### config.mk
export PLATFORM = sky130hd
export DESIGN_NAME = i2c_sequencer_fsm
export DESIGN_NICKNAME = d
export VERILOG_FILES = /design/src/rtl/i2c_sequencer_fsm_pkg.sv /design/src/rtl/i2c_gap_counter.sv /design/src/rtl/i2c_sequencer_fsm.sv
export SDC_FILE = /design/constraint.sdc
export NUM_CORES = 1
export LEC_CHECK = 0
export ABC_AREA = 1
export CAP_MARGIN = 20
export CORE_MARGIN = 2
export CORE_UTILIZATION = 30
export CTS_BUF_LIST = sky130_fd_sc_hd__clkbuf_2
export DETAILED_ROUTE_END_ITERATION = 8
export HOLD_SLACK_MARGIN = 0.03
export PLACE_DENSITY = 0.54
export SYNTH_ARGS = -nofsm -noshare
export SYNTH_HDL_FRONTEND = slang
export SYNTH_SLANG_ARGS = --single-unit
### constraint.sdc
create_clock -name clock -period 3 [get_ports clock]
set_input_delay 0.45 -clock clock [delete_from_list [all_inputs] [get_ports clock]]
set_output_delay 0.45 -clock clock [all_outputs]
set_load 0.02 [all_outputs]
### src/rtl/i2c_sequencer_fsm_pkg.sv
// Shared definitions for the I2C transaction sequencer: one-hot state
// encoding and default sizing constants.
package i2c_sequencer_fsm_pkg;

    // One-hot encoding, matching the other I2C FSMs in this family.
    typedef enum logic [4:0] {
        ST_IDLE   = 5'b00001,
        ST_LAUNCH = 5'b00010,
        ST_ACTIVE = 5'b00100,
        ST_EVAL   = 5'b01000,
        ST_GAP    = 5'b10000
    } state_e;

    localparam int unsigned DEF_NUM_TRANS = 8;
    localparam int unsigned DEF_IDX_W     = 3;
    localparam int unsigned DEF_GAP_HIGHS = 5;
    localparam int unsigned DEF_GAP_W     = 6;
    localparam int unsigned DEF_MAX_RETRY = 2;
    localparam int unsigned DEF_RTY_W     = 2;

endpackage

### src/rtl/i2c_gap_counter.sv
// Counts cl_high strobes up to LIMIT and flags expiry; a synchronous clear
// restarts the count. Shared by the I2C FSMs that need SCL-high gaps.
module i2c_gap_counter #(
    parameter int unsigned CNT_W = 6,
    parameter int unsigned LIMIT = 5
) (
    input  logic clock,
    input  logic reset,
    input  logic clear,
    input  logic strobe,
    output logic expired
);

    localparam logic [CNT_W-1:0] LIMIT_C = CNT_W'(LIMIT);

    logic [CNT_W-1:0] cnt_q, cnt_d;

    assign expired = (cnt_q == LIMIT_C);

    // NOTE: cnt_d gets its hold value first so no path leaves it unassigned,
    // which keeps the combinational block from inferring a latch.
    always_comb begin
        cnt_d = cnt_q;
        if (clear) begin
            cnt_d = '0;
        end else if (strobe && !expired) begin
            cnt_d = cnt_q + 1'b1;
        end
    end

    // NOTE: state registers use non-blocking assignment so every flop samples
    // pre-edge values regardless of process ordering.
    always_ff @(posedge clock) begin
        if (reset) begin
            cnt_q <= '0;
        end else begin
            cnt_q <= cnt_d;
        end
    end

endmodule

### src/rtl/i2c_sequencer_fsm.sv
// Launches NUM_TRANS back-to-back I2C transactions with SCL-high gaps,
// NACK retries and optional looping of the whole pass.
module i2c_sequencer_fsm
    import i2c_sequencer_fsm_pkg::*;
#(
    parameter int unsigned NUM_TRANS = DEF_NUM_TRANS,
    parameter int unsigned IDX_W     = DEF_IDX_W,
    parameter int unsigned GAP_HIGHS = DEF_GAP_HIGHS,
    parameter int unsigned GAP_W     = DEF_GAP_W,
    parameter int unsigned MAX_RETRY = DEF_MAX_RETRY,
    parameter int unsigned RTY_W     = DEF_RTY_W
) (
    input  logic             clock,
    input  logic             reset,
    input  logic             start,
    input  logic             loop_mode,
    input  logic             stop,
    input  logic             cl_high,
    input  logic             trans_done,
    input  logic             trans_nack,
    output logic             start_trans,
    output logic [IDX_W-1:0] trans_idx,
    output logic             busy,
    output logic             done,
    output logic             error
);

    localparam logic [IDX_W-1:0] LAST_IDX  = IDX_W'(NUM_TRANS - 1);
    localparam logic [RTY_W-1:0] RTY_LIMIT = RTY_W'(MAX_RETRY);

    state_e           state_q, state_d;
    logic [IDX_W-1:0] idx_q, idx_d;
    logic [RTY_W-1:0] rty_q, rty_d;
    logic             loop_q, loop_d;
    logic             nack_q, nack_d;
    logic             done_q, done_d;
    logic             error_q, error_d;
    logic             gap_clear;
    logic             gap_expired;

    i2c_gap_counter #(
        .CNT_W (GAP_W),
        .LIMIT (GAP_HIGHS)
    ) u_gap_counter (
        .clock   (clock),
        .reset   (reset),
        .clear   (gap_clear),
        .strobe  (cl_high),
        .expired (gap_expired)
    );

    always_comb begin
        state_d   = state_q;
        idx_d     = idx_q;
        rty_d     = rty_q;
        loop_d    = loop_q;
        nack_d    = nack_q;
        done_d    = 1'b0;
        error_d   = 1'b0;
        gap_clear = 1'b0;

        unique case (state_q)
            ST_IDLE: begin
                if (start) begin
                    idx_d   = '0;
                    rty_d   = '0;
                    loop_d  = loop_mode;
                    state_d = ST_LAUNCH;
                end
            end
            ST_LAUNCH: state_d = ST_ACTIVE;
            ST_ACTIVE: begin
                if (trans_done) begin
                    nack_d  = trans_nack;
                    state_d = ST_EVAL;
                end
            end
            ST_EVAL: begin
                // Retry takes precedence; otherwise advance, wrap or finish.
                if (nack_q) begin
                    if (rty_q < RTY_LIMIT) begin
                        rty_d     = rty_q + 1'b1;
                        gap_clear = 1'b1;
                        state_d   = ST_GAP;
                    end else begin
                        error_d = 1'b1;
                        state_d = ST_IDLE;
                    end
                end else if (idx_q < LAST_IDX) begin
                    idx_d     = idx_q + 1'b1;
                    rty_d     = '0;
                    gap_clear = 1'b1;
                    state_d   = ST_GAP;
                end else if (loop_q) begin
                    idx_d     = '0;
                    rty_d     = '0;
                    gap_clear = 1'b1;
                    state_d   = ST_GAP;
                end else begin
                    done_d  = 1'b1;
                    state_d = ST_IDLE;
                end
            end
            ST_GAP: begin
                if (gap_expired) begin
                    state_d = ST_LAUNCH;
                end
            end
            default: state_d = ST_IDLE;
        endcase

        // stop wins over a loop_mode sampled in the same cycle.
        if (stop) begin
            loop_d = 1'b0;
        end
    end

    always_ff @(posedge clock) begin
        if (reset) begin
            state_q <= ST_IDLE;
            idx_q   <= '0;
            rty_q   <= '0;
            loop_q  <= 1'b0;
            nack_q  <= 1'b0;
            done_q  <= 1'b0;
            error_q <= 1'b0;
        end else begin
            state_q <= state_d;
            idx_q   <= idx_d;
            rty_q   <= rty_d;
            loop_q  <= loop_d;
            nack_q  <= nack_d;
            done_q  <= done_d;
            error_q <= error_d;
        end
    end

    assign start_trans = (state_q == ST_LAUNCH);
    assign busy        = (state_q != ST_IDLE);
    assign trans_idx   = idx_q;
    assign done        = done_q;
    assign error       = error_q;

endmodule

# Word level (Yosys, flattened, before mapping)
# Index checks and enable logic that the tools add are counted.
totals:
  elab_cells: 67
  regBits: 20
  input_bits: 8
op_classes:
  order_cmp: 2
  bitwise: 2
  addsub: 3
  n_reduce_logical: 12
  n_mux: 26
  eq_ne: 14
ops:
  columns: ["operator", "n"]
  rows:
  - ["2-to-1 mux 5 bit", 7]
  - ["case mux 5 bit (5 select lines)", 1]
  - ["2-to-1 mux 3 bit", 4]
  - ["2-to-1 mux 2 bit", 5]
  - ["AND reduction 4 bit", 2]
  - ["2-to-1 mux 1 bit", 7]
  - ["adder 6 x 1 -> 6 bit (second input constant)", 1]
  - ["equality test 6 x 3 -> 1 bit (second input constant)", 1]
  - ["!= test 2 bit (second input constant)", 3]
  - ["!= test 3 bit (second input constant)", 2]
  - ["case mux 3 bit (2 select lines)", 1]
  - ["equality test 5 x 1 -> 1 bit (second input constant)", 1]
  - ["equality test 5 x 2 -> 1 bit (second input constant)", 1]
  - ["equality test 5 x 3 -> 1 bit (second input constant)", 1]
  - ["equality test 5 x 4 -> 1 bit (second input constant)", 1]
  - ["equality test 5 bit (second input constant)", 1]
  - ["!= test 5 x 1 -> 1 bit (second input constant)", 1]
  - ["!= test 4 bit (second input constant)", 1]
  - ["case mux 2 bit (2 select lines)", 1]
  - ["AND reduction 2 bit", 2]
  - ["OR reduction 2 bit", 2]
  - ["OR reduction 4 bit", 1]
  - ["adder 3 x 1 -> 3 bit (second input constant)", 1]
  - ["< comparator 3 bit (second input constant)", 1]
  - ["other kinds (9)", 10]

# Logic depth before layout (Yosys ltp)
logic_depth:
  depth_word: 5
  depth_mapped: 9
  mapped_depth_nobuf: 9

# By module
# A second synthesis with hierarchy kept.
unflattened:
  cells_unflattened: 162
  hier_area_um2: 1139.8
by_module_without_submodules:
  columns: ["module", "cells_per_inst", "n_inst", "seq_area_each_um2", "area_each_um2"]
  rows:
  - ["i2c_sequencer_fsm", 105, 1, 280.3, 749.5]
  - ["i2c_gap_counter", 57, 1, 120.1, 390.4]

# Least setup slack after synthesis
# Ideal clock, no wire load.
synth_timing:
  path_kind: "reg2out"
  start: "register state_q[2]"
  end: "output port start_trans"
  required_ns: 2.550
  slack_ns: 1.718
  t_arrival_ns: 0.832
  stages_incl_launch_ff: 4
  path_cell_list: "dfxtp_1 -> nor2_2 -> nand4_1 -> inv_1"
synth_via:
  elab_chain_len: 1
synth_rtl:
  columns: ["element", "line_no", "rtl"]
  rows:
  - ["from (decl)", "i2c_sequencer_fsm.sv:31", "state_e state_q, state_d;"]
  - ["from (signal assigned)", "i2c_sequencer_fsm.sv:128", "state_q <= state_d;"]
  - ["equality test 5 x 2 -> 1 bit", "i2c_sequencer_fsm.sv:138", "assign start_trans = (state_q == ST_LAUNCH);"]
  - ["to (decl)", "i2c_sequencer_fsm.sv:21", "output logic start_trans,"]
# Every way passes these cells.

# Final worst setup path
# Same ends and word-level chain as after synthesis.

==> run_summary.xml <==
<?xml version="1.0" encoding="UTF-8"?>
<metrics>
  <group name="global_routing">
    <metric name="top_usage_layer" unit="">met2</metric>
    <metric name="gr-usage-met2" unit="%">24.1</metric>
    <metric name="number_of_global_route_vias_before_repair" unit="">1041</metric>
    <metric name="met1_usage" unit="%">13.7</metric>
    <metric name="use_met3" unit="%">4.09</metric>
    <metric name="grt_pass1_wl" unit="um">4320</metric>
    <metric name="grt_max_degree" unit="">13</metric>
    <metric name="grt.overflow.total" unit="">0</metric>
    <metric name="grt_usage" unit="%">12.7</metric>
    <metric name="grt_antenna_before_repair" unit="">0</metric>
  </group>
  <group name="sta">
    <metric name="period_minus_slack" unit="ps">2260</metric>
    <metric name="number_of_pins_with_negative_max_slew_slack_in_the_final_report" unit="">0</metric>
    <metric name="setup-violations-final" unit="">0</metric>
    <metric name="fin_crit_sh" unit="%">75.5</metric>
    <metric name="timing_worst_slew_pin_value" unit="ps">528</metric>
    <metric name="grt_setup_unrepaired" unit="">false</metric>
    <metric name="hold_viol" unit="">0</metric>
    <metric name="clock_skew" unit="ps">13.2</metric>
    <metric name="setup_total_negative_slack" unit="ps">0</metric>
    <metric name="max_freq" unit="MHz">442</metric>
    <metric name="post_route_worst_hold_slack" unit="ps">493</metric>
    <metric name="maxSlewHeadroom" unit="%">64.7</metric>
  </group>
  <group name="worst_setup_path">
    <metric name="reg2reg_depth" unit="">6</metric>
    <metric name="worst-path-buf-inv" unit="">2</metric>
    <metric name="critical_path_required" unit="ps">2550</metric>
    <metric name="worstSetupEndpointType" unit="">primary output</metric>
    <metric name="crit_type" unit="">reg2out</metric>
    <metric name="start_kind" unit="">register</metric>
    <metric name="cp_cell_sequence" unit="">nor2_2, nand4_1, inv_1, clkdlybuf4s50_1</metric>
    <metric name="cp.arrival" unit="ps">1810</metric>
    <metric name="worst_path_max_delay_cell" unit="">sky130_fd_sc_hd__clkdlybuf4s50_1</metric>
    <metric name="cp_top_family" unit="">buffers and inverters</metric>
    <metric name="cp_max_fanout" unit="">5</metric>
    <metric name="timing.critical_path.depth" unit="">4</metric>
    <metric name="critPathMaxStageDelay" unit="ps">590</metric>
  </group>
  <group name="yosys">
    <metric name="yosys_warnings" unit="">0</metric>
    <metric name="synth.area.top_cells" unit="">sky130_fd_sc_hd__dfxtp_1, sky130_fd_sc_hd__nand2_1, sky130_fd_sc_hd__inv_1</metric>
    <metric name="net_count_after_synthesis" unit="">170</metric>
    <metric name="synth_sequential_area_ratio" unit="%">34.7</metric>
    <metric name="synth_largest_type_area_fraction" unit="%">34.7</metric>
    <metric name="ys_types" unit="">25</metric>
    <metric name="synth_largest_area_cell" unit="">sky130_fd_sc_hd__dfxtp_1</metric>
    <metric name="syn_area_per_cell" unit="um2">7.26</metric>
    <metric name="syn_area" unit="um2">1150</metric>
    <metric name="cells_after_synth" unit="">159</metric>
    <metric name="synth-seq-cells" unit="">20</metric>
  </group>
  <group name="clock_tree">
    <metric name="ctsResizeCount" unit="">0</metric>
    <metric name="cts_post_setup_buffers_inserted" unit="">0</metric>
    <metric name="clk_transition_reported_paths" unit="ps">200</metric>
    <metric name="tritoncts.num_buffers" unit="">3</metric>
    <metric name="cts_sinks" unit="">20</metric>
    <metric name="worst_skew_pair.late_latency" unit="ps">320</metric>
    <metric name="cts_hold_repair.buffers" unit="">0</metric>
    <metric name="htree_num_levels" unit="">1</metric>
    <metric name="clk_root_buffer_cell" unit="">sky130_fd_sc_hd__clkbuf_2</metric>
    <metric name="tritoncts" unit="">done</metric>
    <metric name="clock_path_buffers" unit="">2</metric>
  </group>
  <group name="floorplanning">
    <metric name="core-area" unit="um2">3690</metric>
    <metric name="ios" unit="">15</metric>
    <metric name="fp.dieW" unit="um">66.0</metric>
    <metric name="floorplan.die.height" unit="um">66.0</metric>
    <metric name="initial_core_util" unit="%">31.3</metric>
    <metric name="fp.dieArea" unit="um2">4360</metric>
    <metric name="num_rows" unit="">22</metric>
  </group>
  <group name="layout">
    <metric name="seq_area" unit="um2">400</metric>
    <metric name="layout_cells_sized_above_1" unit="%">16.5</metric>
    <metric name="postLayoutCoreUtil" unit="%">37.1</metric>
    <metric name="area_delta_synth_final" unit="%">18.7</metric>
    <metric name="final_net_count" unit="">188</metric>
    <metric name="multi_input_area" unit="um2">653</metric>
    <metric name="antenna-diode-count" unit="">0</metric>
    <metric name="summed_area_of_non_filler_cells_in_the_final_layout" unit="um2">1370</metric>
    <metric name="fillCellCount" unit="">406</metric>
  </group>
  <group name="route">
    <metric name="drt-wirelength-per-cell" unit="um">10.6</metric>
    <metric name="drt-total-wl" unit="um">2360</metric>
    <metric name="detail_route.drc_violations" unit="">0</metric>
    <metric name="drt_first_iter_violations" unit="">26</metric>
    <metric name="routed_via_density" unit="">4.70</metric>
    <metric name="routed-via-count" unit="">1052</metric>
    <metric name="drt_first_pass_iters" unit="">4</metric>
    <metric name="ant_nets" unit="">0</metric>
  </group>
  <group name="worst_hold_path">
    <metric name="hold-path-cell-count" unit="">2</metric>
    <metric name="min-delay-path-class" unit="">reg2reg</metric>
  </group>
  <group name="power_and_ir_drop">
    <metric name="power_per_cell_area" unit="nW/um2">419</metric>
    <metric name="total_power" unit="mW">0.574</metric>
    <metric name="vdd_ir_drop_max" unit="mV">0.163</metric>
    <metric name="p_leak" unit="nW">0.559</metric>
  </group>
  <group name="placement">
    <metric name="post_dp_cell_area" unit="um2">1350</metric>
    <metric name="io_buffers" unit="">14</metric>
    <metric name="gp_congestion" unit="">0.856</metric>
    <metric name="dpl.hpwl" unit="um">1860</metric>
  </group>
  <group name="job">
    <metric name="max_cap_violations" unit="">0</metric>
  </group>
  <group name="outcome">
    <metric name="outcome" unit="">finished, final reports clean</metric>
  </group>
</metrics>
cells in the final DEF, fill, tap and decap left out:
master                            synthesis  layout
sky130_fd_sc_hd__nand4_1                  8       8
sky130_fd_sc_hd__nand4_2                  1       1
sky130_fd_sc_hd__xor2_1                   1       1
sky130_fd_sc_hd__xnor2_1                  1       1
sky130_fd_sc_hd__nor3_1                   5       5
sky130_fd_sc_hd__or2_1                    1       1
sky130_fd_sc_hd__dfxtp_1                 20      20
sky130_fd_sc_hd__o21ai_0                  3       3
sky130_fd_sc_hd__inv_2                    4       4
sky130_fd_sc_hd__nand2_2                  2       2
sky130_fd_sc_hd__nor2_2                   2       2
sky130_fd_sc_hd__o21ai_1                  1       1
sky130_fd_sc_hd__inv_4                    1       1
sky130_fd_sc_hd__nand2_4                  3       3
sky130_fd_sc_hd__nand3_1                 12      12
sky130_fd_sc_hd__nand2_1                 35      35
sky130_fd_sc_hd__clkbuf_2                 0       3
sky130_fd_sc_hd__inv_1                   20      20
sky130_fd_sc_hd__a21oi_1                  6       6
sky130_fd_sc_hd__nand3_4                  1       1
sky130_fd_sc_hd__nor2_1                  16      16
sky130_fd_sc_hd__ha_1                     3       3
sky130_fd_sc_hd__nor2_8                   1       1
sky130_fd_sc_hd__nor2_4                   4       4
sky130_fd_sc_hd__clkdlybuf4s50_1          0      14
sky130_fd_sc_hd__a21oi_2                  7       7
sky130_fd_sc_hd__clkinv_1                 0       1
state kept, by name, indices dropped and copies added (netlist names):
| signal | count |
|---|---|
| loop_q | 1 |
| rty_q | 2 |
| state_q | 5 |
| u_gap_counter.cnt_q | 6 |
| error | 1 |
| done | 1 |
| nack_q | 1 |
| trans_idx | 3 |
metal layers:
metal	share of wire [%]	wire length, um	vias up
met2	51	1200	24
li1	-	-	544
met3	5.2	122	0
met1	44	1040	484
met4	0	0	0
met5	0	0	-
cells by family (layout without fill, tap and decap cells):
group,count (synthesis),in the layout,synth area share [%]
AND/OR/NAND/NOR,91,91,42.2
XOR/XNOR,2,2,1.52
adder cells (fa/ha/maj),3,3,3.25
flip-flops,20,20,34.7
buffers and inverters,26,43,8.68
AO/OA/AOI/OAI,17,17,9.65
report_power, final:
part	switching [mW]	internal (mW)	total, mW	leakage [nW]
Clock	0.0853	0.0290	0.114	0.0140
Combinational	0.0917	0.0639	0.156	0.382
Sequential	0.0202	0.284	0.304	0.163
cell usage after synthesis (all sizes together):
cell type	number
or2	1
buf	1
inv	25
nand3	13
xor2	1
nand2	40
nor3	5
ha	3
o21ai	4
dfxtp	20
nor2	23
a21oi	13
nand4	9
xnor2	1
tightest hold or removal path: stages, from the launching register on:
cell                      delay [ps]
sky130_fd_sc_hd__dfxtp_1         350
sky130_fd_sc_hd__inv_1            70
sky130_fd_sc_hd__a21oi_1          60
layout make-up:
type | count | area share, %
clock buffer | 3 | 1.10
timing repair buffer | 14 | 10.2
tap | 48 | 4.39
clock inverter | 1 | 0.274
inverter | 25 | 7.04
sequential | 20 | 29.3
multi-input combinational | 113 | 47.7
stage by stage:
| stage | cells | worst slack (ps) |
|---|---|---|
| after detailed placement | 220 | 1140 |
| after floorplan | 159 | 1720 |
| final | 224 | 736 |
| after global placement | 220 | 1190 |
| after CTS | 224 | 725 |
| after global routing | 224 | 574 |
final timing paths:
| kind | start | slack (ps) | end |
|---|---|---|---|
| max reg2reg | u_gap_counter.cnt_q[0] | 1600 | u_gap_counter.cnt_q[5] |
| min reg2reg | loop_q | 490 | loop_q |
| min | loop_q | 490 | loop_q |
| max | state_q[2] | 740 | start_trans |
(Power assumes the default switching activity.)
